$ cat config.mk
export PLATFORM = sky130hd
export DESIGN_NAME = pwm_btn_conditioner
export DESIGN_NICKNAME = d
export VERILOG_FILES = /design/src/rtl/pwm_btn_pkg.sv /design/src/rtl/pwm_btn_channel.sv /design/src/rtl/pwm_btn_conditioner.sv
export SDC_FILE = /design/constraint.sdc
export NUM_CORES = 1
export LEC_CHECK = 0
export CORE_MARGIN = 10
export CORE_UTILIZATION = 54
export DETAILED_ROUTE_END_ITERATION = 10
export GPL_TIMING_DRIVEN = 0
export HOLD_SLACK_MARGIN = 0.1
export MAX_ROUTING_LAYER = met4
export PLACE_DENSITY = 0.82
export SLEW_MARGIN = 20
export SYNTH_ARGS = -nofsm -noshare
export SYNTH_HDL_FRONTEND = slang
export SYNTH_HIERARCHICAL = 1
export SYNTH_SLANG_ARGS = --single-unit
$ cat constraint.sdc
create_clock -name clk -period 1.85 [get_ports clk]
set_input_delay 0.37 -clock clk [delete_from_list [all_inputs] [get_ports clk]]
set_output_delay 0.37 -clock clk [all_outputs]
set_load 0.02 [all_outputs]
$ cat src/rtl/pwm_btn_pkg.sv
// Shared types and default timing for the PWM push-button conditioner.
package pwm_btn_pkg;

  // Hold-to-repeat state of one button channel.
  typedef enum logic [1:0] {
    IDLE   = 2'd0,
    DELAY  = 2'd1,
    REPEAT = 2'd2
  } rpt_state_e;

  localparam int DEF_STABLE_CYCLES = 16;
  localparam int DEF_REPEAT_DELAY  = 64;
  localparam int DEF_REPEAT_PERIOD = 32;
  localparam int DEF_CNT_W         = 8;

endpackage

$ cat src/rtl/pwm_btn_channel.sv
// One button channel: 2-flop synchroniser, stable-count debounce,
// rising-edge detect and hold-to-repeat pulse request FSM.
module pwm_btn_channel
  import pwm_btn_pkg::*;
#(
  parameter int STABLE_CYCLES = DEF_STABLE_CYCLES,
  parameter int REPEAT_DELAY  = DEF_REPEAT_DELAY,
  parameter int REPEAT_PERIOD = DEF_REPEAT_PERIOD,
  parameter int CNT_W         = DEF_CNT_W
) (
  input  logic clk,
  input  logic reset,
  input  logic btn,
  input  logic repeat_en,
  input  logic conflict,
  output logic level,
  output logic level_nxt,
  output logic pulse_req
);

  localparam logic [CNT_W-1:0] STABLE_LAST = CNT_W'(STABLE_CYCLES - 1);
  localparam logic [CNT_W-1:0] DELAY_LAST  = CNT_W'(REPEAT_DELAY - 1);
  localparam logic [CNT_W-1:0] PERIOD_LAST = CNT_W'(REPEAT_PERIOD - 1);

  logic             sync_p0;
  logic             sync_p1;
  logic [CNT_W-1:0] cnt;
  logic [CNT_W-1:0] cnt_nxt;
  logic             level_d;
  logic             rise;
  rpt_state_e       state;
  rpt_state_e       state_nxt;
  logic [CNT_W-1:0] rcnt;
  logic [CNT_W-1:0] rcnt_nxt;

  // Stage p0/p1: bring the raw pad into the clk domain.
  always_ff @(posedge clk or posedge reset) begin
    if (reset) begin
      sync_p0 <= 1'b0;
      sync_p1 <= 1'b0;
    end else begin
      sync_p0 <= btn;
      sync_p1 <= sync_p0;
    end
  end

  // Debounce: level follows the synchronised input only after it has
  // disagreed for STABLE_CYCLES consecutive cycles.
  always_comb begin
    level_nxt = level;
    cnt_nxt   = '0;
    if (sync_p1 != level) begin
      if (cnt == STABLE_LAST) begin
        level_nxt = sync_p1;
      end else begin
        cnt_nxt = cnt + CNT_W'(1);
      end
    end
  end

  // Debounced level register plus its delayed copy for edge detection.
  always_ff @(posedge clk or posedge reset) begin
    if (reset) begin
      level   <= 1'b0;
      cnt     <= '0;
      level_d <= 1'b0;
    end else begin
      level   <= level_nxt;
      cnt     <= cnt_nxt;
      level_d <= level;
    end
  end

  assign rise = level & ~level_d;

  // Repeat FSM state and its interval counter.
  always_ff @(posedge clk or posedge reset) begin
    if (reset) begin
      state <= IDLE;
      rcnt  <= '0;
    end else begin
      state <= state_nxt;
      rcnt  <= rcnt_nxt;
    end
  end

  // Repeat FSM: first pulse on an uncontested rise, then delayed and periodic
  // repeats while the button stays held; any abort condition wins over a pulse.
  always_comb begin
    state_nxt = state;
    rcnt_nxt  = rcnt;
    pulse_req = 1'b0;
    case (state)
      IDLE: begin
        if (rise && !conflict) begin
          pulse_req = 1'b1;
          if (repeat_en) begin
            state_nxt = DELAY;
            rcnt_nxt  = '0;
          end
        end
      end
      DELAY: begin
        if (!level || !repeat_en || conflict) begin
          state_nxt = IDLE;
          rcnt_nxt  = '0;
        end else if (rcnt == DELAY_LAST) begin
          pulse_req = 1'b1;
          rcnt_nxt  = '0;
          state_nxt = REPEAT;
        end else begin
          rcnt_nxt = rcnt + CNT_W'(1);
        end
      end
      REPEAT: begin
        if (!level || !repeat_en || conflict) begin
          state_nxt = IDLE;
          rcnt_nxt  = '0;
        end else if (rcnt == PERIOD_LAST) begin
          pulse_req = 1'b1;
          rcnt_nxt  = '0;
        end else begin
          rcnt_nxt = rcnt + CNT_W'(1);
        end
      end
      default: begin
        state_nxt = IDLE;
        rcnt_nxt  = '0;
      end
    endcase
  end

endmodule

$ cat src/rtl/pwm_btn_conditioner.sv
// Two-button front end for the PWM duty controls: per-channel conditioning,
// simultaneous-press conflict detection and registered one-cycle pulses.
module pwm_btn_conditioner
  import pwm_btn_pkg::*;
#(
  parameter int STABLE_CYCLES = DEF_STABLE_CYCLES,
  parameter int REPEAT_DELAY  = DEF_REPEAT_DELAY,
  parameter int REPEAT_PERIOD = DEF_REPEAT_PERIOD,
  parameter int CNT_W         = DEF_CNT_W
) (
  input  logic clk,
  input  logic reset,
  input  logic btn_inc_i,
  input  logic btn_dec_i,
  input  logic repeat_en_i,
  output logic inc_pulse_o,
  output logic dec_pulse_o,
  output logic inc_level_o,
  output logic dec_level_o,
  output logic conflict_o
);

  logic inc_level_nxt;
  logic dec_level_nxt;
  logic inc_req;
  logic dec_req;

  pwm_btn_channel #(
    .STABLE_CYCLES(STABLE_CYCLES),
    .REPEAT_DELAY (REPEAT_DELAY),
    .REPEAT_PERIOD(REPEAT_PERIOD),
    .CNT_W        (CNT_W)
  ) u_inc (
    .clk      (clk),
    .reset    (reset),
    .btn      (btn_inc_i),
    .repeat_en(repeat_en_i),
    .conflict (conflict_o),
    .level    (inc_level_o),
    .level_nxt(inc_level_nxt),
    .pulse_req(inc_req)
  );

  pwm_btn_channel #(
    .STABLE_CYCLES(STABLE_CYCLES),
    .REPEAT_DELAY (REPEAT_DELAY),
    .REPEAT_PERIOD(REPEAT_PERIOD),
    .CNT_W        (CNT_W)
  ) u_dec (
    .clk      (clk),
    .reset    (reset),
    .btn      (btn_dec_i),
    .repeat_en(repeat_en_i),
    .conflict (conflict_o),
    .level    (dec_level_o),
    .level_nxt(dec_level_nxt),
    .pulse_req(dec_req)
  );

  // Output stage: conflict is built from the next levels so it changes on
  // the same edge as the levels; pulses are masked by conflict and inc has
  // priority so the two outputs can never coincide.
  always_ff @(posedge clk or posedge reset) begin
    if (reset) begin
      conflict_o  <= 1'b0;
      inc_pulse_o <= 1'b0;
      dec_pulse_o <= 1'b0;
    end else begin
      conflict_o  <= inc_level_nxt & dec_level_nxt;
      inc_pulse_o <= inc_req & ~conflict_o;
      dec_pulse_o <= dec_req & ~conflict_o & ~inc_req;
    end
  end

endmodule

## Yosys cells after proc, flatten, opt, wreduce, memory -nomap -nowiden

Cells that the tools add are included.

| storage, ports and cells | value |
|---|---|
| word-level logic and storage cells | 111 |
| flip-flop bits (word level) | 47 |
| output and inout port bits | 5 |

| operators by class | value |
|---|---|
| muxes and demuxes | 44 |
| eq/ne operators | 20 |
| bitwise logic cells | 10 |
| reductions and logical operators | 16 |
| $add $sub $neg | 4 |

Operators by type and width:

| operator | number |
|---|---|
| $mux 8 | 15 |
| $pmux 8 s3 | 2 |
| $add 8x1->8 const B | 4 |
| $mux 2 | 9 |
| $eq 8x4->1 const B | 2 |
| $eq 8x5->1 const B | 2 |
| $eq 8x6->1 const B | 2 |
| $mux 1 | 14 |
| $pmux 2 s3 | 2 |
| $ne 2x1->1 const B | 4 |
| $reduce_and 4->1 | 2 |
| $and 1x1->1 | 6 |
| $ne 3x1->1 const B | 2 |
| $pmux 1 s3 | 2 |
| $eq 2x1->1 const B | 2 |
| $eq 2x2->1 const B | 2 |
| $logic_not 1->1 | 4 |
| $logic_not 2->1 | 2 |
| $logic_or 1x1->1 | 4 |
| $ne 2x2->1 const B | 2 |
| $not 1->1 | 4 |
| $reduce_and 2->1 | 2 |
| $logic_and 1x1->1 | 2 |
| $ne 1x1->1 | 2 |

## Longest topological paths before layout

| depth | value |
|---|---|
| depth after elaboration | 7 |
| gate-level depth with buffers | 7 |

## Modules after synthesis

Netlist, hierarchy kept.

Modules (own cells, without submodules):

| module | area each (um^2) | cells each | instances |
|---|---|---|---|
| pwm_btn_channel | 1246.2 | 123 | 2 |
| pwm_btn_conditioner | 103.8 | 7 | 1 |

## Worst setup path after synthesis

No wires, ideal clock.

| timing path | value |
|---|---|
| kind | reg2reg |
| start point | register u_inc.rcnt[0] |
| end point | register inc_pulse_o |
| data arrival time | 1.716 ns |
| setup slack | 0.059 ns |
| cell stages (with the launch flop) | 7 |
| library setup time | 0.075 ns |
| buffers on the path | 0 |
| required time | 1.775 ns |
| period minus slack after synthesis | 1.791 ns |
| path through | dfrtp_1 -> ha_1 -> and4bb_4 -> and4bb_2 -> a21oi_1 -> nor4b_1 -> nor2b_1 |

| on the way | value |
|---|---|
| word-level cells in the longest chain between the ends | 5 |

Ends and longest elaborated chain:

| what | line | text |
|---|---|---|
| from (decl) | pwm_btn_channel.sv:33 | `logic [CNT_W-1:0] rcnt;` |
| from (signal assigned) | pwm_btn_channel.sv:83 | `rcnt <= rcnt_nxt;` |
| $eq 8x5->1 or $eq 8x6->1 (tied branches) | pwm_btn_channel.sv:119, pwm_btn_channel.sv:107 |  |
| $mux 1, on equally long branches | pwm_btn_channel.sv:119, pwm_btn_channel.sv:107 |  |
| $mux 1, on equally long branches | pwm_btn_channel.sv:116, pwm_btn_channel.sv:104 |  |
| $pmux 1 s3 (*) | pwm_btn_channel.sv:93 | `case (state)` |
| net inc_req | pwm_btn_conditioner.sv:25 | `logic inc_req;` |
| $and 1x1->1 (*) | pwm_btn_conditioner.sv:70 | `inc_pulse_o <= inc_req & ~conflict_o;` |
| to (signal assigned) | pwm_btn_conditioner.sv:70 |  |
| to (decl) | pwm_btn_conditioner.sv:16 | `output logic inc_pulse_o,` |

Mark *: on every way through the listed nets, which the timed path passes. The rest lies on a longest branch.
A chain may end at the register's enable or synchronous reset.

## Worst setup path after layout

| timing path | value |
|---|---|
| start point | register u_inc.level |
| end point | output port inc_level_o |

RTL lines:

| what | line | text |
|---|---|---|
| from (decl) | pwm_btn_channel.sv:16 | `output logic level,` |
| from (signal assigned) | pwm_btn_channel.sv:68 | `level <= level_nxt;` |
| to (decl) | pwm_btn_conditioner.sv:18 | `output logic inc_level_o,` |

No word-level cell between the ends.

==> flow_summary.json <==
{
  "preCtsSetupSlack_ns": -0.273,
  "grt_pass1_vias": 1831,
  "async_flop_share_pct": 100,
  "vias": 1919,
  "setup_violations": 0,
  "syn_inst": 253,
  "wl_per_cell_microns": 15.3,
  "period_share_pct": 96.2,
  "synth.ff_latch_count": 47,
  "h-tree-depth": 2,
  "cts_root_buffer": "clkbuf_8",
  "ys.flop_type": "dfrtp_1",
  "yosysSeqAreaShare_pct": 45.3,
  "worstPathRequired_ns": 1.48,
  "end_kind": "output port",
  "fin_crit_ns": 1.78,
  "hp-class": "in -> async",
  "n_fill_cell": 343,
  "cp_num_buf_inv": 1,
  "cts_buffers": 5,
  "synth_edf_count": 0,
  "worst_pin_slew_ns": 0.820,
  "start_kind": "flip-flop",
  "pwr-share-seq_pct": 42.5,
  "power.density_nw_per_um2": 850,
  "stdcell_count": 331,
  "nets": 293,
  "cap_violations": 0,
  "max_freq_ghz": 0.562,
  "cts_tree": "built",
  "clock_latency_ns": 0.30,
  "netSwitchingFraction_pct": 28.3,
  "clock_skew_ns": 0.00934,
  "port-buffer-count": 9,
  "fp-row-count": 25,
  "grt_overflow": 0,
  "avgSynthCellArea_sq_um": 10.3,
  "hpwl_mm": 3.41,
  "hold_viol_final": 0,
  "routed_wl_mm": 5.06,
  "rsz0062_at_grt": "false",
  "p_sw_uw": 729,
  "status": "finished, final reports clean",
  "core-area_sq_um": 4690,
  "synth.distinct_cells": 39,
  "clkPwrFrac_pct": 35.5,
  "timing.final.ws_setup_ns": 0.0698,
  "placedCellCount": 316,
  "initial_core_util_pct": 55.3,
  "crit_arrival_ns": 1.41,
  "die_w_microns": 89.3,
  "internal-power_mw": 1.84,
  "cts.reportedPaths.clkPinSlew_ns": 0.09,
  "timing.rr.end": "inc_pulse_o$_DFF_PP0_",
  "pwr-share-comb_pct": 22.0,
  "cp_top_family": "buffers and inverters",
  "finalMaxSlewViolations": 0,
  "leakage_nw": 1.31,
  "gpl.final_weighted_congestion": 0.833,
  "die_area_sq_um": 7980,
  "crit_chain": "clkdlybuf4s50_1",
  "ant_nets": 0,
  "r2r_start": "u_inc/rcnt[1]$_DFFE_PP0P_",
  "track_usage_pct": 13.8,
  "cpPeakStageDelay_ns": 0.64,
  "crit_type": "reg -> out",
  "max-slew-margin-rel_pct": 45.3,
  "drt_iter0_drc": 77,
  "cts_hold_buf": 0,
  "drc_errors": 0,
  "cts_sinks": 47,
  "num_antenna_cells": 0,
  "boundaryPins": 10,
  "finalSetupTns_ns": 0,
  "antenna_found_initial": 0,
  "first_pass_iters": 4,
  "grt_max_degree": 23,
  "syn_to_final_growth_pct": 16.6,
  "synth_warnings": 6,
  "dieHeight_microns": 89.3,
  "clockBufferDepth": 2,
  "max-vdd-ir-drop_v": 0.000925,
  "drive_gt1_share_pct": 19.5,
  "synth_nets": 270,
  "slowest_stage": "clkdlybuf4s50_1",
  "cp_max_fo": 7,
  "grt_first_pass_wirelength_mm": 8.49,
  "regToRegSetupSlack_ns": 0.09,
  "synthesis.area_sq_um": 2600,
  "r2r_cells": 6,
  "vias_per_cell": 5.80
}
[worst max-delay path by stage]
stage / to / start / cells past startpoint / slack [ns]
3_3_place_gp: u_dec/state[1]$_DFFE_PP0P_ / repeat_en_i / 6 / -0.22
5_1_grt: inc_level_o / u_inc/level$_DFF_PP0_ / 1 / 0.001
6_report: inc_level_o / u_inc/level$_DFF_PP0_ / 1 / 0.07
4_1_cts: dec_pulse_o$_DFF_PP0_ / u_dec/rcnt[0]$_DFFE_PP0P_ / 6 / 0.008
2_1_floorplan: inc_pulse_o$_DFF_PP0_ / u_inc/rcnt[0]$_DFFE_PP0P_ / 6 / 0.06
3_5_place_dp: u_dec/state[1]$_DFFE_PP0P_ / repeat_en_i / 6 / -0.27
[power by group through the flow]
stage / clock network (mW) / logic (mW) / registers (mW)
after floorplan: 0 / 0.384 / 1.11
after global placement: 0 / 0.479 / 1.11
after detailed placement: 0 / 0.482 / 1.11
after CTS: 0.937 / 0.494 / 1.09
after global routing: 0.997 / 0.620 / 1.10
final: 0.913 / 0.565 / 1.09
[layout make-up]
cell class                      count  area (sq um)  share of cell area [%]
Inverter                           21          78.8                    2.60
Clock buffer                        5          68.8                    2.27
Clock inverter                      3          71.3                    2.36
Timing Repair Buffer               16           146                    4.84
Tap cell                           54          67.6                    2.23
Buffer                              6          60.1                    1.98
Multi-Input combinational cell    179          1350                    44.7
Sequential cell                    47          1180                    39.0
[stage by stage]
stage | power [mW] | cell area [sq um] | utilization (%) | hold WS (ns)
final | 2.57 | 3030 | 64.5 | 0.269
after floorplan | 1.49 | 2600 | - | 0.124
after global placement | 1.59 | 2750 | 58.7 | 0.333
after detailed placement | 1.59 | 2750 | 58.7 | 0.336
after CTS | 2.52 | 2930 | 62.5 | 0.267
after global routing | 2.72 | 3030 | 64.5 | 0.254
[cell usage in the layout, fill, tap and decap left out, types with 3 or more instances in the layout]
cell	n
clkbuf_8	5
ha_1	6
buf_4	8
a21oi_1	6
nand3_1	14
and3_1	6
clkdlybuf4s50_1	6
buf_6	5
ha_2	3
ha_4	3
xor2_1	6
and2_1	5
nand2_1	26
o21ai_0	6
o21a_1	4
o22ai_1	8
nor3_1	3
inv_1	19
dfrtp_1	44
nand4_1	6
xnor2_1	10
a31oi_1	4
o21ai_1	4
dfrtp_2	3
nor2_1	20
[sequential cells by signal, indices dropped and copies added, names as in the netlist]
| name | cells |
|---|---|
| inc_pulse_o | 1 |
| u_inc/rcnt | 8 |
| conflict_o | 1 |
| u_inc/level | 1 |
| u_inc/state | 2 |
| u_dec/rcnt | 8 |
| u_dec/level | 1 |
| u_dec/cnt | 8 |
| u_inc/sync_p1 | 1 |
| dec_pulse_o | 1 |
| u_dec/state | 2 |
| u_dec/sync_p0 | 1 |
| u_inc/level_d | 1 |
| u_inc/sync_p0 | 1 |
| u_inc/cnt | 8 |
| u_dec/level_d | 1 |
| u_dec/sync_p1 | 1 |
[synthesized netlist by cell type (4+ instances only)]
cell,n,area share [%]
o22ai_1,8,1.9
xnor2_1,10,3.4
nor3_1,4,0.77
dfrtp_1,47,45
nand2_1,26,3.8
nor2_1,20,2.9
a31oi_1,4,0.96
o21ai_0,8,1.5
and3_1,6,1.4
a21oi_1,6,1.2
ha_1,12,5.8
nand4_1,6,1.4
xor2_1,6,2.0
buf_6,4,1.7
and2_1,5,1.2
inv_1,21,3.0
o21a_1,4,1.2
nand3_1,16,3.1
[timing repair]
item / in CTS / in global routing
setup buffers: 4 / 3
gates cloned: 0 / 0
pin swaps: 2 / 1
resized for setup: 6 / 19
endpoints found under the setup margin: 12 / 17
[routing by layer]
layer / up-vias / track usage [%] / share of wire [%]
met5: - / - / 0
met2: 33 / 23.0 / 53
met4: 0 / 3.47 / 1.2
li1: 948 / - / -
met3: 6 / 4.01 / 3.0
met1: 932 / 16.0 / 42
[logic make-up (layout without fill, tap and decap cells)]
kind of cell,after synthesis,count (layout),share of synthesized area [%]
flip-flops,47,47,45.3
AO/OA/AOI/OAI,46,46,13.2
XOR/XNOR,16,16,5.40
adder cells (fa/ha/maj),12,12,5.78
multiplexers,4,4,1.64
AND/OR/NAND/NOR,101,101,23.3
buffers and inverters,27,51,5.35
No activity file was read; power rests on OpenSTA's default activity.
